$ cat src/rtl/medidor_pkg.sv
// Shared types and constants for the frequency meter.
// Holds the FSM state enumeration and the default counter width.
package medidor_pkg;

    localparam int LARGURA_PADRAO = 16;

    typedef enum logic [1:0] {
        OCIOSO,
        ESPERA_BORDA,
        MEDINDO
    } estado_t;

endpackage

$ cat src/rtl/sincronizador_2ff.sv
// Generic 1-bit two-flop synchronizer, async active-low reset to 0.
// Ports: clk, rst_n, d (async input), q (synchronized output).
module sincronizador_2ff (
    input  logic clk,
    input  logic rst_n,
    input  logic d,
    output logic q
);

    logic meta_q;
    logic sync_q;

    always_ff @(posedge clk or negedge rst_n) begin
        if (!rst_n) begin
            meta_q <= 1'b0;
            sync_q <= 1'b0;
        end else begin
            meta_q <= d;
            sync_q <= meta_q;
        end
    end

    assign q = sync_q;

endmodule

$ cat src/rtl/medidor_de_frequencia.sv
// Period meter: counts clockPlaca cycles between rising edges of sinalEntrada.
// Ports: clockPlaca/resetPlaca, sinalEntrada, habilita, aceito -> periodo, valido, estouro, perdido.
module medidor_de_frequencia
    import medidor_pkg::*;
#(
    parameter int LARGURA = LARGURA_PADRAO
) (
    input  logic               clockPlaca,
    input  logic               resetPlaca,
    input  logic               sinalEntrada,
    input  logic               habilita,
    input  logic               aceito,
    output logic [LARGURA-1:0] periodo,
    output logic               valido,
    output logic               estouro,
    output logic               perdido
);

    localparam logic [LARGURA-1:0] CONT_MAX = '1;

    logic               sinal_sync;
    logic               sinal_ant_q;
    logic               borda;
    logic               novo;
    estado_t            estado_q, estado_d;
    logic [LARGURA-1:0] contador_q, contador_d;
    logic [LARGURA-1:0] periodo_q, periodo_d;
    logic               valido_q, valido_d;
    logic               estouro_q, estouro_d;
    logic               perdido_q, perdido_d;

    sincronizador_2ff u_sinc (
        .clk   (clockPlaca),
        .rst_n (resetPlaca),
        .d     (sinalEntrada),
        .q     (sinal_sync)
    );

    // Third flop: edge detect against the previous synchronized sample.
    assign borda = sinal_sync & ~sinal_ant_q;

    always_comb begin
        estado_d   = estado_q;
        contador_d = contador_q;
        periodo_d  = periodo_q;
        estouro_d  = 1'b0;
        novo       = 1'b0;
        if (!habilita) begin
            estado_d   = OCIOSO;
            contador_d = '0;
        end else begin
            unique case (estado_q)
                OCIOSO: begin
                    estado_d = ESPERA_BORDA;
                end
                ESPERA_BORDA: begin
                    if (borda) begin
                        contador_d = LARGURA'(1);
                        estado_d   = MEDINDO;
                    end
                end
                MEDINDO: begin
                    if (borda) begin
                        novo       = 1'b1;
                        periodo_d  = contador_q;
                        contador_d = LARGURA'(1);
                    end else if (contador_q == CONT_MAX) begin
                        // No edge within range: drop the measurement and re-arm.
                        estouro_d  = 1'b1;
                        contador_d = '0;
                        estado_d   = ESPERA_BORDA;
                    end else begin
                        contador_d = contador_q + 1'b1;
                    end
                end
                default: begin
                    estado_d   = OCIOSO;
                    contador_d = '0;
                end
            endcase
        end
        // A result loaded in the same cycle as aceito replaces the accepted one.
        valido_d  = novo | (valido_q & ~aceito);
        perdido_d = novo & valido_q & ~aceito;
    end

    always_ff @(posedge clockPlaca or negedge resetPlaca) begin
        if (!resetPlaca) begin
            sinal_ant_q <= 1'b0;
            estado_q    <= OCIOSO;
            contador_q  <= '0;
            periodo_q   <= '0;
            valido_q    <= 1'b0;
            estouro_q   <= 1'b0;
            perdido_q   <= 1'b0;
        end else begin
            sinal_ant_q <= sinal_sync;
            estado_q    <= estado_d;
            contador_q  <= contador_d;
            periodo_q   <= periodo_d;
            valido_q    <= valido_d;
            estouro_q   <= estouro_d;
            perdido_q   <= perdido_d;
        end
    end

    assign periodo = periodo_q;
    assign valido  = valido_q;
    assign estouro = estouro_q;
    assign perdido = perdido_q;

endmodule
$ cat config.mk
export PLATFORM = sky130hd
export DESIGN_NAME = medidor_de_frequencia
export DESIGN_NICKNAME = d
export VERILOG_FILES = /design/src/rtl/medidor_pkg.sv /design/src/rtl/sincronizador_2ff.sv /design/src/rtl/medidor_de_frequencia.sv
export SDC_FILE = /design/constraint.sdc
export NUM_CORES = 1
export LEC_CHECK = 0
export ABC_CLOCK_PERIOD_IN_PS = 2700
export CAP_MARGIN = 20
export CORE_MARGIN = 2
export CORE_UTILIZATION = 59
export DETAILED_ROUTE_END_ITERATION = 10
export MAX_ROUTING_LAYER = met4
export PLACE_DENSITY = 0.93
export SLEW_MARGIN = 30
export SYNTH_ARGS = -nofsm -noshare
export SYNTH_HDL_FRONTEND = slang
export SYNTH_SLANG_ARGS = --single-unit
$ cat constraint.sdc
create_clock -name clockPlaca -period 2.7 [get_ports clockPlaca]
set_input_delay 0.81 -clock clockPlaca [delete_from_list [all_inputs] [get_ports clockPlaca]]
set_output_delay 0.81 -clock clockPlaca [all_outputs]
set_load 0.02 [all_outputs]
; Word level (Yosys, flattened, before mapping)
; Cells that the tools add are included.
; Widths: inputs -> output; s select.
[op_classes]
n_reduce_logical = 4
mux = 17
n_addsub = 1
n_eq_ne = 7
bitwise_logic = 7
[ops]
columns = cell, n
row1 = $mux 16, 4
row2 = $pmux 16 s3, 1
row3 = $add 16x1->16 const B, 1
row4 = $eq 16x16->1 const B, 1
row5 = $ne 3x3->1 const B, 3
row6 = $mux 2, 4
row7 = $mux 1, 7
row8 = $pmux 2 s3, 1
row9 = $reduce_and 3->1, 2
row10 = $and 1x1->1, 4
row11 = $eq 2x1->1 const B, 1
row12 = $eq 2x2->1 const B, 1
row13 = $logic_not 2->1, 1
row14 = $ne 2x2->1 const B, 1
row15 = $not 1->1, 2
row16 = $reduce_and 2->1, 1
row17 = $or 1x1->1, 1
[totals]
ff_bits = 40
input_bits = 5
wordCells = 45

; Longest topological paths before layout
[depth]
word_depth = 7
mapped_depth = 8
depth_no_buf = 6

; Cells and area by module
; From an unflattened synthesis, not the netlist that was laid out.
[hier_totals]
hier_cells = 195
area_unflattened_um2 = 1988.2
[by_module_without_submodules]
columns = module, n_inst, cells_per_inst, seq_area_each_um2, area_each_um2
row1 = medidor_de_frequencia, 1, 193, 950.9, 1938.1
row2 = sincronizador_2ff, 1, 2, 50.0, 50.0

; Least setup slack after synthesis
; No wires, ideal clock.
[synth_path]
path_kind = register to register
from = register estado_q[0]
to = register contador_q[7]
slack_ps = 871
path_buffers = 2
arrival_time_ps = 1747
synth_period_minus_slack_ps = 1829
required_time_ps = 2618
setup_ps = 82
stages_incl_launch_ff = 9
cell_sequence = dfrtp_1 inv_1 ha_1 clkbuf_1 nand3_1 nor2_1 clkbuf_1 o211ai_1 a31oi_1
[synth_between]
elab_chain_len = 3
word_cells_on_any_way = 8
cone_classes = eq/ne: 4 / mux: 2 / reduce/logical: 2
[synth_rtl]
columns = item, line_no
row1 = from (decl), medidor_de_frequencia.sv:25  ; estado_t estado_q, estado_d;
row2 = from (signal assigned), medidor_de_frequencia.sv:98  ; estado_q <= estado_d;
row3 = $eq 2x2->1 (tied with other cells), medidor_de_frequencia.sv:52  ; unique case (estado_q)
row4 = $pmux 16 s3 (tied with other cells), medidor_de_frequencia.sv:52
row5 = $mux 16 or $reduce_and 2->1 (tied branches), --
row6 = to (signal assigned), medidor_de_frequencia.sv:99  ; contador_q <= contador_d;
row7 = to (decl), medidor_de_frequencia.sv:26  ; logic [LARGURA-1:0] contador_q, contador_d;
; Parallel ways exist; a longest one is shown, timed or not.
; A chain may end at the register's enable or synchronous reset.

; Worst setup path in the final report
[layout_path]
from = register contador_q[0]
to = register contador_q[5]
[layout_between]
elab_chain_len = 5
word_cells_on_any_way = 6
cone_classes = add/sub: 1 / eq/ne: 1 / mux: 4
[layout_rtl]
columns = item, line_no
row1 = $add 16x1->16 or $eq 16x16->1 (tied branches), "medidor_de_frequencia.sv:73, medidor_de_frequencia.sv:67"
row2 = $mux 16 *, medidor_de_frequencia.sv:67  ; end else if (contador_q == CONT_MAX) begin
row3 = $mux 16 *, medidor_de_frequencia.sv:63  ; if (borda) begin
row4 = $pmux 16 s3 *, medidor_de_frequencia.sv:52
row5 = $mux 16 *, medidor_de_frequencia.sv:48  ; if (!habilita) begin
; Mark *: on every way between the ends. The rest lies on a longest branch, timed or not.

==> impl_metrics.yaml <==
critical_path:
  arrival_ns: 2.60
  path_depth: 5
  worstSetupEndpoint: "contador_q[5]$_DFFE_PN0P_"
  crit_family: "simple AND/OR/NAND/NOR gates"
  crit_required_ns: 2.94
  r2r-end: "contador_q[5]$_DFFE_PN0P_"
  cp-end-kind: "flip-flop"
  cp-start-kind: "flip-flop"
  critPathKind: "flip-flop to flip-flop"
  slowest_delay_ns: 0.84
  crit_slowest_cell: "or4_1"
  critPathMaxFanout: 23
  path_cells: "ha_1, nand3_1, or4_1, a32oi_2, o32ai_1"
  cp-startpoint: "contador_q[0]$_DFFE_PN0P_"
  r2r_start: "contador_q[0]$_DFFE_PN0P_"
  crit_buf_inv: 0
  reg2reg_slack_ns: 0.35
  ff2ff_path_depth: 5
floorplanning:
  dieHeight_microns: 62.1
  fp-row-count: 21
  pin_count: 24
  die_x_microns: 62.1
  die_area_sq_mm: 0.00385
  core-area_sq_mm: 0.00328
  initial_core_util: 0.605
logic_synthesis:
  synth.area.mux_share: 0.0730
  ys_ff_latch: 40
  syn_inst: 195
  syn_avg_cell_area_sq_um: 10.2
  synth-async-reset-ratio: 1.00
  synthFlopType: "dfrtp_1"
  yosysSeqAreaShare: 0.503
  synthAdderAreaFrac: 0.0252
  synthSimpleGateAreaFrac: 0.199
  synth_enable_flop_cells: 0
  synth_compound_area_frac: 0.150
  yosys_warnings: 0
  synth_nets: 204
  netlist_area_sq_mm: 0.00199
  yosys.area.top_type: "dfrtp_1"
  synth-xor-area-share: 0
  synth_top_family_by_area: "simple AND/OR/NAND/NOR gates"
  synthTopCellsByArea: "dfrtp_1 (50%), mux2_2 (6.8%), nand3_1 (4.8%), a31oi_1 (4.1%), nand4_1 (3.1%)"
  synth_top_area_share: 0.503
  synth.distinct_cells: 37
clock_network:
  cts_setup_buffers: 0
  root_buffer: "clkbuf_4"
  clock_path_buffers: 2
  path_clk_slew_ns: 0.12
  postCtsHoldBufs: 0
  post_cts_resized: 0
  cts.sinks: 40
  cts_buffers: 5
  cts_max_level: 2
  cts_tree: "yes"
  clk_latency_ns: 0.35
sta:
  fin_hold_ws_ns: 0.362
  fmax_mhz: 425
  skew_ns: 0.0174
  rsz0062_at_grt: "no"
  hold_violations: 0
  final.setup.tns_ns: 0
  finalCritPeriodShare: 0.872
  tightest_slew_ns: 0.781
  setup_slack_ns: 0.345
  slew_headroom: 0.479
  period_minus_slack_ns: 2.35
  maxSlewViolCount: 0
  setup-violations-final: 0
place:
  post-place-ws_ns: 0.387
  place_hpwl_microns: 2940
  io_buffers: 23
  gp_congestion: 0.921
grt:
  antenna_found_initial: 0
  grt_pass1_vias: 1475
  grt_usage: 0.258
  grt_pass1_wl_microns: 6870
  grt_max_degree: 41
  grt-ovfl-total: 0
min_path:
  worstHoldStart: "u_sinc.meta_q$_DFF_PN0_"
  hp-class: "flip-flop to flip-flop"
layout:
  seq_area_sq_mm: 0.00100
  n_antenna_cell: 0
  mostFrequentLayoutCell: "dfrtp_1"
  mostFrequentLayoutCells: "dfrtp_1 (40), clkdlybuf4s50_1 (22), nand3_1 (19)"
  layout-drive-gt1-share: 0.132
  final_nets: 227
  n_fill_cell: 259
  multi_input_area_sq_um: 891
  syn2layout_area_growth_pct: 18.9
detailed_routing:
  ant_nets: 0
  wire_per_inst_microns: 15.8
  vias_per_cell: 6.32
  drt_wl_total_microns: 4190
  firstDrtPassIters: 5
  num_vias: 1676
  drtIter0Drc: 60
  route.detailed.drc: 0
power_and_ir_drop:
  peakVddDrop_uv: 350
  p_leak_nw: 0.983
  power_density_mw_per_mm2: 479
flow_run:
  drv_cap: 0
outcome:
  outcome: "completed"
[worst min path at each step]
stage | cells after the start | to
after floorplan | 0 | u_sinc.q$_DFF_PN0_
after global placement | 0 | u_sinc.q$_DFF_PN0_
after detailed placement | 0 | u_sinc.q$_DFF_PN0_
after CTS | 0 | u_sinc.q$_DFF_PN0_
after global routing | 0 | u_sinc.q$_DFF_PN0_
final | 0 | u_sinc.q$_DFF_PN0_
[cells by family (layout without fill, tap and decap cells)]
logic type	Yosys count	count (layout)
buf+inv	22	46
compound gates	44	44
flops	40	40
simple gates	72	72
mux	13	13
fa+ha+maj	4	4
[layer usage]
| layer | vias up | global-route usage | share of wire |
|---|---|---|---|
| li1 | 781 | - | - |
| met1 | 818 | 0.322 | 0.44 |
| met2 | 64 | 0.403 | 0.49 |
| met3 | 13 | 0.0621 | 0.053 |
| met4 | 0 | 0.106 | 0.024 |
| met5 | - | - | 0 |
[area by class of cell]
class	count	area share
sequential	40	0.424
multi-input combinational	133	0.377
timing repair buffer	29	0.121
clock buffer	7	0.0275
tap	46	0.0244
inverter	9	0.0143
clock inverter	1	0.0127
[Yosys cell counts (2+ instances only)]
library cell / number
dfrtp_1: 40
nand3_1: 19
nand2_1: 15
a31oi_1: 13
mux2_2: 12
o21ai_0: 11
nand4_1: 10
inv_1: 9
clkbuf_1: 7
buf_2: 5
ha_1: 4
nor2_1: 4
o211ai_1: 4
a21oi_1: 3
a22oi_1: 3
a41oi_1: 3
and4_1: 3
nand2b_1: 3
nor3_1: 3
nor4_1: 3
or4_1: 3
and2_1: 2
and3_1: 2
[state kept, by name, summed over array words and instances (netlist names)]
register	count
sinal_ant_q	1
u_sinc.meta_q	1
u_sinc.q	1
periodo	16
perdido	1
estouro	1
valido	1
contador_q	16
estado_q	2
[metrics by stage]
stage	std cells	power, mW	area [sq um]	util
after floorplan	195	0.677	1990	-
after detailed placement	257	0.711	2270	0.690
after global routing	265	1.18	2360	0.720
final	265	1.13	2360	0.720
after CTS	265	1.15	2360	0.719
after global placement	257	0.708	2270	0.690
[report_power, final]
group / switching [mW] / leakage (nW) / internal (mW)
Combinational: 0.0558 / 0.381 / 0.0325
Sequential: 0.00683 / 0.550 / 0.606
Clock: 0.184 / 0.0515 / 0.246
(Power assumes the default switching activity.)
